===== config.mk =====
export PLATFORM = sky130hd
export DESIGN_NAME = seq_pattern_tx
export DESIGN_NICKNAME = d
export VERILOG_FILES = /design/src/rtl/seq_pattern_tx.sv
export SDC_FILE = /design/constraint.sdc
export NUM_CORES = 1
export LEC_CHECK = 0
export BUFFER_PORTS_ARGS = -buffer_cell sky130_fd_sc_hd__buf_2
export CORE_MARGIN = 5
export CORE_UTILIZATION = 35
export CTS_CLUSTER_SIZE = 14
export DETAILED_ROUTE_END_ITERATION = 8
export PLACE_DENSITY = 0.5
export SYNTH_ARGS = -nofsm -noshare
export SYNTH_HDL_FRONTEND = slang
export SYNTH_SLANG_ARGS = --single-unit

===== constraint.sdc =====
create_clock -name clk -period 4.8 [get_ports clk]
set_clock_uncertainty 0.15 [all_clocks]
set_input_delay 0.96 -clock clk [delete_from_list [all_inputs] [get_ports clk]]
set_output_delay 0.96 -clock clk [all_outputs]
set_load 0.01 [all_outputs]

===== src/rtl/seq_pattern_tx.sv =====
`default_nettype none
// ============================================================================
//  Module   : seq_pattern_tx
//  Purpose  : Serial frame transmitter. Each frame is the sync word (MSB
//             first), then a parallel-loaded payload (MSB first), then
//             GAP_CYCLES idle zeros. Drives one bit per clock.
//  Ports    : clk          - system clock, rising edge
//             reset        - synchronous, active-high reset
//             load_valid   - payload offered for transmission
//             load_data    - payload word, sampled only on accept
//             load_ready   - block can accept a payload this cycle (comb)
//             data_out     - serial bit stream (registered)
//             bit_valid    - data_out carries a sync or payload bit
//             sync_active  - data_out carries a sync bit
//             frame_done   - one-cycle pulse with the last payload bit
//             busy         - frame in progress (state other than IDLE)
//  Revision : 1.0 - initial release
// ============================================================================
module seq_pattern_tx #(
  parameter int                SYNC_W       = 4,
  parameter logic [SYNC_W-1:0] SYNC_PATTERN = 4'b1101,
  parameter int                PAYLOAD_W    = 8,
  parameter int                GAP_CYCLES   = 2
) (
  input  logic                 clk,
  input  logic                 reset,
  input  logic                 load_valid,
  input  logic [PAYLOAD_W-1:0] load_data,
  output logic                 load_ready,
  output logic                 data_out,
  output logic                 bit_valid,
  output logic                 sync_active,
  output logic                 frame_done,
  output logic                 busy
);

  localparam int MAX_A = (SYNC_W > PAYLOAD_W) ? SYNC_W : PAYLOAD_W;
  localparam int MAX_B = (MAX_A > GAP_CYCLES) ? MAX_A : GAP_CYCLES;
  localparam int MAX_C = (MAX_B > 1) ? MAX_B : 1;
  localparam int CNT_W = $clog2(MAX_C + 1);
  localparam int SH_W  = SYNC_W + PAYLOAD_W;

  localparam logic [CNT_W-1:0] CNT_ONE      = CNT_W'(1);
  localparam logic [CNT_W-1:0] SYNC_LAST    = CNT_W'(SYNC_W - 1);
  localparam logic [CNT_W-1:0] PAYLOAD_LAST = CNT_W'(PAYLOAD_W - 1);
  localparam logic [CNT_W-1:0] GAP_LAST     = CNT_W'(GAP_CYCLES - 1);

  typedef enum logic [1:0] {
    IDLE    = 2'd0,
    SYNC    = 2'd1,
    PAYLOAD = 2'd2,
    GAP     = 2'd3
  } state_t;

  state_t            state_q, state_d;
  logic [CNT_W-1:0]  cnt_q, cnt_d;
  logic [SH_W-1:0]   sh_q, sh_d;
  logic              data_q, data_d;
  logic              bv_q, bv_d;
  logic              sa_q, sa_d;
  logic              fd_q, fd_d;
  logic              busy_q, busy_d;

  always_ff @(posedge clk) begin
    if (reset) begin
      state_q <= IDLE;
      cnt_q   <= '0;
      sh_q    <= '0;
      data_q  <= 1'b0;
      bv_q    <= 1'b0;
      sa_q    <= 1'b0;
      fd_q    <= 1'b0;
      busy_q  <= 1'b0;
    end else begin
      state_q <= state_d;
      cnt_q   <= cnt_d;
      sh_q    <= sh_d;
      data_q  <= data_d;
      bv_q    <= bv_d;
      sa_q    <= sa_d;
      fd_q    <= fd_d;
      busy_q  <= busy_d;
    end
  end

  // Sync word and payload share one shift register: the sync word is
  // loaded above the payload so both phases simply emit the MSB.
  always_comb begin
    state_d = state_q;
    cnt_d   = cnt_q;
    sh_d    = sh_q;
    data_d  = 1'b0;
    bv_d    = 1'b0;
    sa_d    = 1'b0;
    fd_d    = 1'b0;
    case (state_q)
      IDLE: begin
        if (load_valid) begin
          sh_d    = {SYNC_PATTERN, load_data};
          cnt_d   = '0;
          state_d = SYNC;
        end
      end
      SYNC: begin
        data_d = sh_q[SH_W-1];
        bv_d   = 1'b1;
        sa_d   = 1'b1;
        sh_d   = {sh_q[SH_W-2:0], 1'b0};
        if (cnt_q == SYNC_LAST) begin
          cnt_d   = '0;
          state_d = PAYLOAD;
        end else begin
          cnt_d = cnt_q + CNT_ONE;
        end
      end
      PAYLOAD: begin
        data_d = sh_q[SH_W-1];
        bv_d   = 1'b1;
        sh_d   = {sh_q[SH_W-2:0], 1'b0};
        if (cnt_q == PAYLOAD_LAST) begin
          fd_d    = 1'b1;
          cnt_d   = '0;
          state_d = (GAP_CYCLES == 0) ? IDLE : GAP;
        end else begin
          cnt_d = cnt_q + CNT_ONE;
        end
      end
      GAP: begin
        if (cnt_q == GAP_LAST) begin
          cnt_d   = '0;
          state_d = IDLE;
        end else begin
          cnt_d = cnt_q + CNT_ONE;
        end
      end
      default: begin
        cnt_d   = '0;
        state_d = IDLE;
      end
    endcase
    // busy reflects the state the register will hold after this edge
    busy_d = (state_d != IDLE);
  end

  assign load_ready  = (state_q == IDLE);
  assign data_out    = data_q;
  assign bit_valid   = bv_q;
  assign sync_active = sa_q;
  assign frame_done  = fd_q;
  assign busy        = busy_q;

endmodule
`default_nettype wire


==> results of run 1 <==
cell usage in the layout, fill, tap and decap left out, drive strengths merged, types with 2 or more instances in the layout:
| cell | synthesis | layout |
|---|---|---|
| clkbuf | 0 | 3 |
| ha | 6 | 6 |
| a21oi | 2 | 2 |
| inv | 7 | 7 |
| dfxtp | 23 | 23 |
| nand2b | 3 | 3 |
| o22ai | 4 | 4 |
| a211oi | 7 | 7 |
| mux2i | 7 | 7 |
| nor3b | 2 | 2 |
| buf | 6 | 16 |
| nand3 | 3 | 3 |
| o21ai | 7 | 7 |
| nor2b | 2 | 2 |
| nand2 | 6 | 6 |
| o21a | 2 | 2 |
| nor2 | 16 | 16 |
flip-flops by register name (all words and copies together) (netlist names):
name         flops
sync_active      1
sh_q            12
busy             1
state_q          2
cnt_q            4
frame_done       1
bit_valid        1
data_out         1
power breakdown:
group          switching, mW  internal [mW]  total (mW)
registers             0.0188          0.227       0.246
clock network         0.0596         0.0312      0.0908
logic                  0.110         0.0846       0.194
total                  0.188          0.343       0.531
final cells by class:
type,count,area [um2],area share
multi-input cells,79,585.6,0.4742
flip-flops and latches,23,460.4,0.3728
repair buffers,16,80.08,0.06484
well taps,44,55.05,0.04458
inverters,7,26.28,0.02128
clock buffers,3,22.52,0.01824
clock inverters,1,5.005,0.004053
worst max-delay path by stage:
stage,startpoint,end,slack (ns)
after global routing,state_q[1],load_ready,2.11
final,state_q[1],load_ready,2.23
after detailed placement,state_q[1],load_ready,2.60
after CTS,state_q[1],load_ready,2.22
after global placement,state_q[1],load_ready,2.64
after floorplan,load_valid,sh_q[11],2.89
cells by family (layout without fill, tap and decap cells):
| family | Yosys count | count (layout) | synth area share |
|---|---|---|---|
| and+or+nand+nor | 37 | 37 | 0.1672 |
| AOI/OAI and AO/OA | 29 | 29 | 0.2226 |
| DFF | 23 | 23 | 0.4075 |
| buffers and inverters | 13 | 27 | 0.07419 |
| muxes | 7 | 7 | 0.06202 |
| adders and majority gates | 6 | 6 | 0.06644 |
routing by layer:
metal  up-vias  part of all wire
met5         -                 0
met4         0             0.032
met3         7             0.075
met2        24              0.43
met1       407              0.46
li1        438                 -
worst max-delay path: cells and delay by family (launching register included):
kind                     cells  cell delay (ns)
adder cells (fa/ha/maj)      1             0.43
flip-flops                   1             0.37
buffers and inverters        2             0.33
==> flow_summary_export.csv, run 1 <==
group,metric,value,unit
synth,synth_area,1130,um2
cts,count_of_instances_resized_after_the_clock_tree_is_built,0,
placed_design,routabilityCongestion,0.8151,
global_routing,grtUsageMet1,0.1329,
worst_setup_path,cp-start-kind,"flop",
die,die-height,66.82,um
cells_and_area,layout-drive-gt1-share,0.2481,
timing,relSlewSlack,0.6116,
cts,cts_root_buf,"sky130_fd_sc_hd__clkbuf_4",
timing,layout_worst_path_cycle_share,0.5348,
cells_and_area,post_layout_nonfiller_instances,173,
cts,worst_skew_pair.late_latency,0.32,ns
timing,worst_pin_slew,0.5825,ns
run,maxCapViolations,0,
placed_design,port_buffers,16,
worst_setup_path,ff2ff_path_depth,5,
die,die-area,4464,um2
worst_setup_path,reg2reg_to,"sh_q[4]",
synth,synthesis.area_per_instance,9.825,um2
pwr,static-leakage-power,0.4960,nW
synth,ys_dominant_reg_cell,"sky130_fd_sc_hd__dfxtp_1",
cells_and_area,final_cell_area,1235,um2
worst_setup_path,crit_path_max_delay_cell_type,"sky130_fd_sc_hd__ha_1",
global_routing,final_global_route_overflow_total,0,
die,number_of_placement_rows,20,
global_routing,busiest_layer,"met2",
cts,cts-hold-fix-buffers,0,
cells_and_area,postLayoutCoreUtil,0.4012,
timing,timing.final.setup_violations,0,
synth,yosys.area.top_type_share,0.4075,
timing,hold_violations,0,
routing,via_count,876,
routing,post_detailed_route_via_to_cell_ratio,5.064,
cts,cts_tree,"done",
cts,cts_sinks,23,
worst_setup_path,crit_path_max_incr_delay,0.43,ns
timing,achievable-frequency,389.6,MHz
timing,fin_crit,2.567,ns
routing,drt_wl_total,2.098,mm
die,die_width,66.82,um
worst_setup_path,reg2reg_slack,2.75,ns
min_path,hold_path_end,"data_out",
cts,cts-root-to-sink-buffers,2,
synth,ffs_w_async_s_r_synth,0,
synth,synth.distinct_cells,34,
routing,drt_iter0_drc,32,
global_routing,grt_pass1_vias,850,
placed_design,detailedPlacementHpwl,1.528,mm
worst_setup_path,critPathRequiredTime,3.69,ns
synth,register_bit_total_from_synthesis,23,
placed_design,dpl_cell_area,1207,um2
global_routing,grt_start_max_net_pins,22,
cts,cts_post_setup_buffers_inserted,0,
routing,residual_drc_count,0,
cells_and_area,count_of_fill_cells_added_during_filler_insertion,329,
cells_and_area,finalNetCount,147,
global_routing,global_route.usage.total,0.1118,
worst_setup_path,critical_setup_path_kind,"flop to output port",
routing,tritonroute_pass_1_iters,4,
synth,yosysWarningCount,0,
cts,cts_made_buffers,3,
global_routing,groute.layer.met3.usage,0.03035,
timing,setup_tns,0,ns
die,io_pins,17,
synth,syn_inst,115,
run_status,status,"finished clean",
min_path,worst_hold_path.num_cells,1,
synth,synth.net_count,132,
synth,synth-edff-count,0,
timing,report.final.slew_viol_count,0,
timing,grt_setup_unrepaired,"no",
routing,routed_antenna_nets,0,
pwr,power.density_cell_area,430.0,nW/um2
global_routing,grt_util_met2,0.1770,
worst_setup_path,end_kind,"output port",
global_routing,grt_first_pass_wirelength,3.781,mm
cts,htreeDepth,1,
worst_setup_path,timing.critical_path.cells,"inv_1, ha_1, buf_2",
die,area_of_the_core,3078,um2
die,floorplan.initialDensity,0.3671,
synth,yosys-top-cells-count,"sky130_fd_sc_hd__dfxtp_1 (23), sky130_fd_sc_hd__nor2_1 (16), sky130_fd_sc_hd__a211oi_2 (7), sky130_fd_sc_hd__mux2i_1 (7)",
synth,ys_top_cells_by_area,"sky130_fd_sc_hd__dfxtp_1 (41%), sky130_fd_sc_hd__a211oi_2 (7.8%), sky130_fd_sc_hd__ha_1 (6.6%)",
synth,yosys.cell_count.top_type,"sky130_fd_sc_hd__dfxtp_1",
timing,setup_slack,2.233,ns
routing,detail_route.wl_per_cell,12.13,um
pwr,total_power_consumption,0.5310,mW
cts,clk_pin_slew_worst_paths,0.13,ns
worst_setup_path,cp.arrival,1.46,ns
placed_design,number_of_cells_in_the_design_after_placement,169,
worst_setup_path,worst_r2r_startpoint,"state_q[1]",
global_routing,initial_antenna_violation_count,0,
pwr,vdd.ir_drop.worst,160.6,uV
cells_and_area,area_delta_synth_final,9.302,%
worst_setup_path,crit_fanout,11,
placed_design,place_ws,2.599,ns
min_path,hold_start,"sh_q[11]",
synth,synth-seq-area-share,0.4075,
cells_and_area,number_of_antenna_cells_inserted,0,
synth,synthDominantAreaCellType,"sky130_fd_sc_hd__dfxtp_1",
timing,hold-worst-slack,0.3237,ns
min_path,class_of_the_most_critical_hold_timing_path,"flop to flop",
(Power assumes the default switching activity.)
==> run 2, diff against run 1 <==
==> constraint.sdc (replaced) <==
create_clock -name clk -period 2.6 [get_ports clk]
set_clock_uncertainty 0.15 [all_clocks]
set_input_delay 0.52 -clock clk [delete_from_list [all_inputs] [get_ports clk]]
set_output_delay 0.52 -clock clk [all_outputs]
set_load 0.01 [all_outputs]
==> run 2 against run 1 <==
- non-clock buffer count is the same
- first-iteration DRC count rose by 9.4%
- sequential share of layout area unchanged
- wire length is 2.6% lower
- worst hold slack got worse by 0.0080 ns
- clock-buffer cell count did not move
- design area stayed put
- core utilization stayed put
- cell count unchanged
- largest power group unchanged
- global-route usage is 0.84 points lower
- sequential power increased by 84%
- combinational power up 83%
==> flow_summary_export.csv, run 2 (synthesis results as in run 1) <==
group,metric,value,unit
cells_and_area,finalNetCount,147,
timing,achievable-frequency,469.9,MHz
global_routing,groute.layer.met3.usage,0.04553,
global_routing,grtUsageMet1,0.1258,
pwr,static-leakage-power,0.4960,nW
cts,cts-root-to-sink-buffers,2,
worst_setup_path,cp.arrival,1.46,ns
cts,cts-hold-fix-buffers,0,
run_status,status,"finished clean",
die,floorplan.initialDensity,0.3671,
pwr,power.density_cell_area,791.3,nW/um2
timing,worst_pin_slew,0.5317,ns
cells_and_area,number_of_antenna_cells_inserted,0,
worst_setup_path,reg2reg_slack,0.62,ns
die,number_of_placement_rows,20,
min_path,class_of_the_most_critical_hold_timing_path,"primary input to flop",
cts,cts_tree,"done",
global_routing,final_global_route_overflow_total,0,
worst_setup_path,end_kind,"output port",
timing,grt_setup_unrepaired,"no",
cells_and_area,final_cell_area,1235,um2
min_path,hold_path_end,"sh_q[0]",
cells_and_area,postLayoutCoreUtil,0.4012,
die,die-height,66.82,um
global_routing,grt_pass1_vias,807,
routing,drt_wl_total,2.043,mm
run,maxCapViolations,0,
cts,cts_sinks,23,
cells_and_area,top_regs,"sh_q: 12 flops, cnt_q: 4 flops, state_q: 2 flops",
routing,residual_drc_count,0,
global_routing,grt_first_pass_wirelength,3.567,mm
routing,routed_antenna_nets,0,
die,area_of_the_core,3078,um2
timing,hold_violations,0,
timing,relSlewSlack,0.6455,
worst_setup_path,critical_setup_path_kind,"flop to output port",
worst_setup_path,cp-start-kind,"flop",
global_routing,busiest_layer,"met2",
worst_setup_path,crit_path_max_incr_delay,0.45,ns
cells_and_area,top_register,"sh_q",
placed_design,port_buffers,16,
timing,layout_worst_path_cycle_share,0.8185,
worst_setup_path,critPathRequiredTime,1.93,ns
cts,worst_skew_pair.late_latency,0.32,ns
worst_setup_path,crit_path_max_delay_cell_type,"sky130_fd_sc_hd__ha_1",
global_routing,grt_start_max_net_pins,22,
cells_and_area,most-common-layout-cells,"sky130_fd_sc_hd__dfxtp_1 (23), sky130_fd_sc_hd__nor2_1 (16), sky130_fd_sc_hd__buf_2 (16)",
cts,cts_root_buf,"sky130_fd_sc_hd__clkbuf_4",
min_path,worst_hold_path.num_cells,3,
timing,timing.final.setup_violations,0,
routing,tritonroute_pass_1_iters,4,
global_routing,grt_util_met2,0.1634,
min_path,hold_start,"load_data[0]",
worst_setup_path,crit_fanout,11,
worst_setup_path,reg2reg_to,"sh_q[3]",
routing,via_count,845,
routing,detail_route.wl_per_cell,11.81,um
global_routing,initial_antenna_violation_count,0,
cells_and_area,area_delta_synth_final,9.302,%
worst_setup_path,worstPathBufferInverterCount,2,
cells_and_area,largest_register_ffs,12,
worst_setup_path,timing.critical_path.cells,"inv_1, ha_1, buf_2",
pwr,total_power_consumption,0.9772,mW
die,io_pins,17,
cts,clk_pin_slew_worst_paths,0.14,ns
routing,post_detailed_route_via_to_cell_ratio,4.884,
cells_and_area,final_common_cell,"sky130_fd_sc_hd__dfxtp_1",
die,die_width,66.82,um
worst_setup_path,ff2ff_path_depth,5,
timing,report.final.slew_viol_count,0,
cells_and_area,layout-drive-gt1-share,0.2481,
placed_design,dpl_cell_area,1207,um2
placed_design,detailedPlacementHpwl,1.533,mm
die,die-area,4464,um2
worst_setup_path,crit_family,"adder cells",
pwr,vdd.ir_drop.worst,409.4,uV
cts,htreeDepth,1,
global_routing,global_route.usage.total,0.1033,
worst_setup_path,worst_r2r_startpoint,"state_q[1]",
routing,drt_iter0_drc,35,
cts,cts_made_buffers,3,
cts,cts_post_setup_buffers_inserted,0,
placed_design,routabilityCongestion,0.7533,
timing,fin_crit,2.128,ns
timing,setup_tns,0,ns
cts,count_of_instances_resized_after_the_clock_tree_is_built,0,
-- run 2: cell counts in the layout (fill, tap and decap cells not counted) --
No cell type changed its count.
-- run 2: area by class of cell --
cell class / instances / area [um2]
Inverter: 7 / 26.28
Multi-Input combinational cell: 79 / 585.6
Fill cell: 327 / 1843
Sequential cell: 23 / 460.4
Tap cell: 44 / 55.05
Timing Repair Buffer: 16 / 80.08
Clock inverter: 1 / 5.005
Clock buffer: 3 / 22.52
-- run 2: per-layer routing --
metal | part of all wire | vias to the layer above
met5 | 0 | -
met4 | 0.010 | 0
met3 | 0.081 | 2
met2 | 0.43 | 23
met1 | 0.48 | 384
li1 | - | 436
-- run 2: through the flow --
stage | std cells | hold slack [ns] | worst slack, ns
finish | 173 | 0.3158 | 0.4719
global route | 173 | 0.2988 | 0.3464
CTS | 173 | 0.3151 | 0.4557
detailed placement | 169 | 0.3066 | 0.6208
global placement | 169 | 0.3086 | 0.6777
floorplan | 115 | 0.2802 | 0.8994
-- run 2: worst max-delay path by stage --
stage / startpoint / endpoint / slack [ns] / cells after the start
finish: state_q[1] / load_ready / 0.47 / 3
global route: state_q[1] / load_ready / 0.35 / 3
global placement: state_q[1] / sh_q[3] / 0.68 / 5
CTS: state_q[1] / load_ready / 0.46 / 3
detailed placement: state_q[1] / sh_q[3] / 0.62 / 5
floorplan: state_q[1] / sh_q[11] / 0.90 / 8
-- run 2: worst register-to-register path, stage by stage, from the launching register on --
cell and delay, ns:
sky130_fd_sc_hd__dfxtp_1 0.41, sky130_fd_sc_hd__inv_1 0.10, sky130_fd_sc_hd__ha_1 0.63, sky130_fd_sc_hd__o21a_4 0.35
sky130_fd_sc_hd__nor2_1 0.08, sky130_fd_sc_hd__a211oi_2 0.19
-- run 2: power by group --
group          leakage [nW]  internal [mW]  switching [mW]
clock network        0.0177         0.0575           0.112
logic                 0.289          0.156           0.199
registers             0.189          0.419          0.0334
total                 0.496          0.633           0.344
==> run 3, diff against run 2 <==
--- a/config.mk
+++ b/config.mk
@@ -10,7 +10,7 @@
 export CORE_UTILIZATION = 35
 export CTS_CLUSTER_SIZE = 14
 export DETAILED_ROUTE_END_ITERATION = 8
-export PLACE_DENSITY = 0.5
+export PLACE_DENSITY = 0.52
 export SYNTH_ARGS = -nofsm -noshare
 export SYNTH_HDL_FRONTEND = slang
 export SYNTH_SLANG_ARGS = --single-unit
==> constraint.sdc (replaced) <==
create_clock -name clk -period 1.9 [get_ports clk]
set_clock_uncertainty 0.15 [all_clocks]
set_input_delay 0.38 -clock clk [delete_from_list [all_inputs] [get_ports clk]]
set_output_delay 0.38 -clock clk [all_outputs]
set_load 0.01 [all_outputs]
==> run 3 against run 2 <==
- clock power grew 32%
- via count is 3.1% higher
- critical path depth unchanged
- critical path type unchanged
- largest cell class unchanged
==> flow_summary_export.csv, run 3 (synthesis results as in run 1) <==
group,metric,value,unit
cts,count_of_instances_resized_after_the_clock_tree_is_built,1,
cts,worst_skew_pair.late_latency,0.31,ns
global_routing,final_global_route_overflow_total,0,
cts,cts_root_buf,"sky130_fd_sc_hd__clkbuf_4",
die,io_pins,17,
timing,layout_worst_path_cycle_share,0.9155,
cells_and_area,largest_register_ffs,12,
cells_and_area,top_regs,"sh_q: 12 flops, cnt_q: 4 flops, state_q: 2 flops",
die,floorplan.initialDensity,0.3671,
placed_design,routabilityCongestion,0.9118,
routing,tritonroute_pass_1_iters,4,
worst_setup_path,critPathRequiredTime,1.37,ns
worst_setup_path,end_kind,"output port",
cts,cts_tree,"done",
timing,achievable-frequency,574.9,MHz
routing,via_count,871,
cells_and_area,number_of_antenna_cells_inserted,0,
routing,detail_route.wl_per_cell,11.97,um
die,number_of_placement_rows,20,
placed_design,detailedPlacementHpwl,1.608,mm
cells_and_area,postLayoutCoreUtil,0.4146,
timing,fin_crit,1.739,ns
timing,hold_violations,0,
cts,cts-hold-fix-buffers,0,
global_routing,grt_start_max_net_pins,18,
timing,setup_tns,0,ns
worst_setup_path,cp-start-kind,"flop",
min_path,class_of_the_most_critical_hold_timing_path,"primary input to flop",
global_routing,global_route.usage.total,0.1058,
pwr,total_power_consumption,1.376,mW
timing,worst_pin_slew,0.3293,ns
pwr,static-leakage-power,0.5253,nW
routing,drt_wl_total,2.106,mm
cts,cts_post_setup_buffers_inserted,0,
die,die_width,66.82,um
worst_setup_path,critical_setup_path_kind,"flop to output port",
timing,timing.final.setup_violations,0,
cells_and_area,top_register,"sh_q",
placed_design,port_buffers,16,
cells_and_area,most-common-layout-cells,"sky130_fd_sc_hd__dfxtp_1 (23), sky130_fd_sc_hd__nor2_1 (16), sky130_fd_sc_hd__buf_2 (16)",
die,die-area,4464,um2
cts,cts_sinks,23,
timing,grt_setup_unrepaired,"no",
pwr,vdd.ir_drop.worst,428.1,uV
cts,clk_pin_slew_worst_paths,0.13,ns
worst_setup_path,cp.arrival,1.21,ns
cells_and_area,finalNetCount,150,
run_status,status,"finished clean",
routing,residual_drc_count,0,
die,area_of_the_core,3078,um2
routing,drt_iter0_drc,39,
global_routing,grt_first_pass_wirelength,3.574,mm
timing,relSlewSlack,0.7777,
cts,cts_made_buffers,3,
run,maxCapViolations,0,
global_routing,grt_pass1_vias,836,
global_routing,initial_antenna_violation_count,0,
cts,htreeDepth,1,
cells_and_area,area_delta_synth_final,12.96,%
cts,cts-root-to-sink-buffers,2,
timing,report.final.slew_viol_count,0,
routing,routed_antenna_nets,0,
cells_and_area,count_of_fill_cells_added_during_filler_insertion,302,
worst_setup_path,crit_fanout,11,
routing,post_detailed_route_via_to_cell_ratio,4.949,
pwr,power.density_cell_area,1079,nW/um2
cells_and_area,layout-drive-gt1-share,0.2803,
timing,hold-worst-slack,0.1874,ns
cells_and_area,final_common_cell,"sky130_fd_sc_hd__dfxtp_1",
die,die-height,66.82,um
run 3: cell count changes in the layout (fill, tap and decap cells not counted):
cell and delta:
sky130_fd_sc_hd__ha_1 -1, sky130_fd_sc_hd__o22ai_1 -1, sky130_fd_sc_hd__o22ai_2 +1, sky130_fd_sc_hd__buf_4 +3, sky130_fd_sc_hd__ha_4 +1
run 3: through the flow:
stage	cell area, um2	std cells	setup slack, ns
3_5_place_dp	1230	172	0.1429
5_1_grt	1276	176	0.05342
6_report	1276	176	0.1606
3_3_place_gp	1230	172	0.2030
2_1_floorplan	1130	115	0.1994
4_1_cts	1260	176	0.05177
run 3: worst paths after layout:
kind / cells past startpoint / start / slack (ns) / end
worst min-delay path: 3 / load_data[0] / 0.19 / sh_q[0]
worst max-delay path: 3 / state_q[1] / 0.16 / load_ready
worst min register to register: 2 / sh_q[0] / 0.33 / sh_q[0]
worst max register to register: 6 / state_q[1] / 0.22 / busy
run 3: critical path: stages, from the launching register on:
cell and delay (ns):
sky130_fd_sc_hd__dfxtp_1 0.41, sky130_fd_sc_hd__inv_1 0.12, sky130_fd_sc_hd__ha_4 0.22, sky130_fd_sc_hd__buf_2 0.15
run 3: layout make-up:
| cell class | count | area, um2 | share of cell area |
|---|---|---|---|
| tap | 44 | 55.05 | 0.04314 |
| inverter | 7 | 26.28 | 0.02059 |
| multi-input combinational | 79 | 604.3 | 0.4735 |
| clock inverter | 1 | 5.005 | 0.003922 |
| timing repair buffer | 19 | 102.6 | 0.08039 |
| sequential | 23 | 460.4 | 0.3608 |
| clock buffer | 3 | 22.52 | 0.01765 |
run 3: power by group:
part | switching (mW) | internal (mW) | total (mW)
registers | 0.0468 | 0.574 | 0.621
clock network | 0.145 | 0.0787 | 0.224
logic | 0.282 | 0.250 | 0.532
total | 0.474 | 0.903 | 1.38
run 3: layer usage:
| metal | wire (um) | global-route usage |
|---|---|---|
| met5 | 0 | 0 |
| met4 | 41 | 0.05584 |
| met3 | 85 | 0.03035 |
| met2 | 1079 | 0.1894 |
| met1 | 900 | 0.1105 |
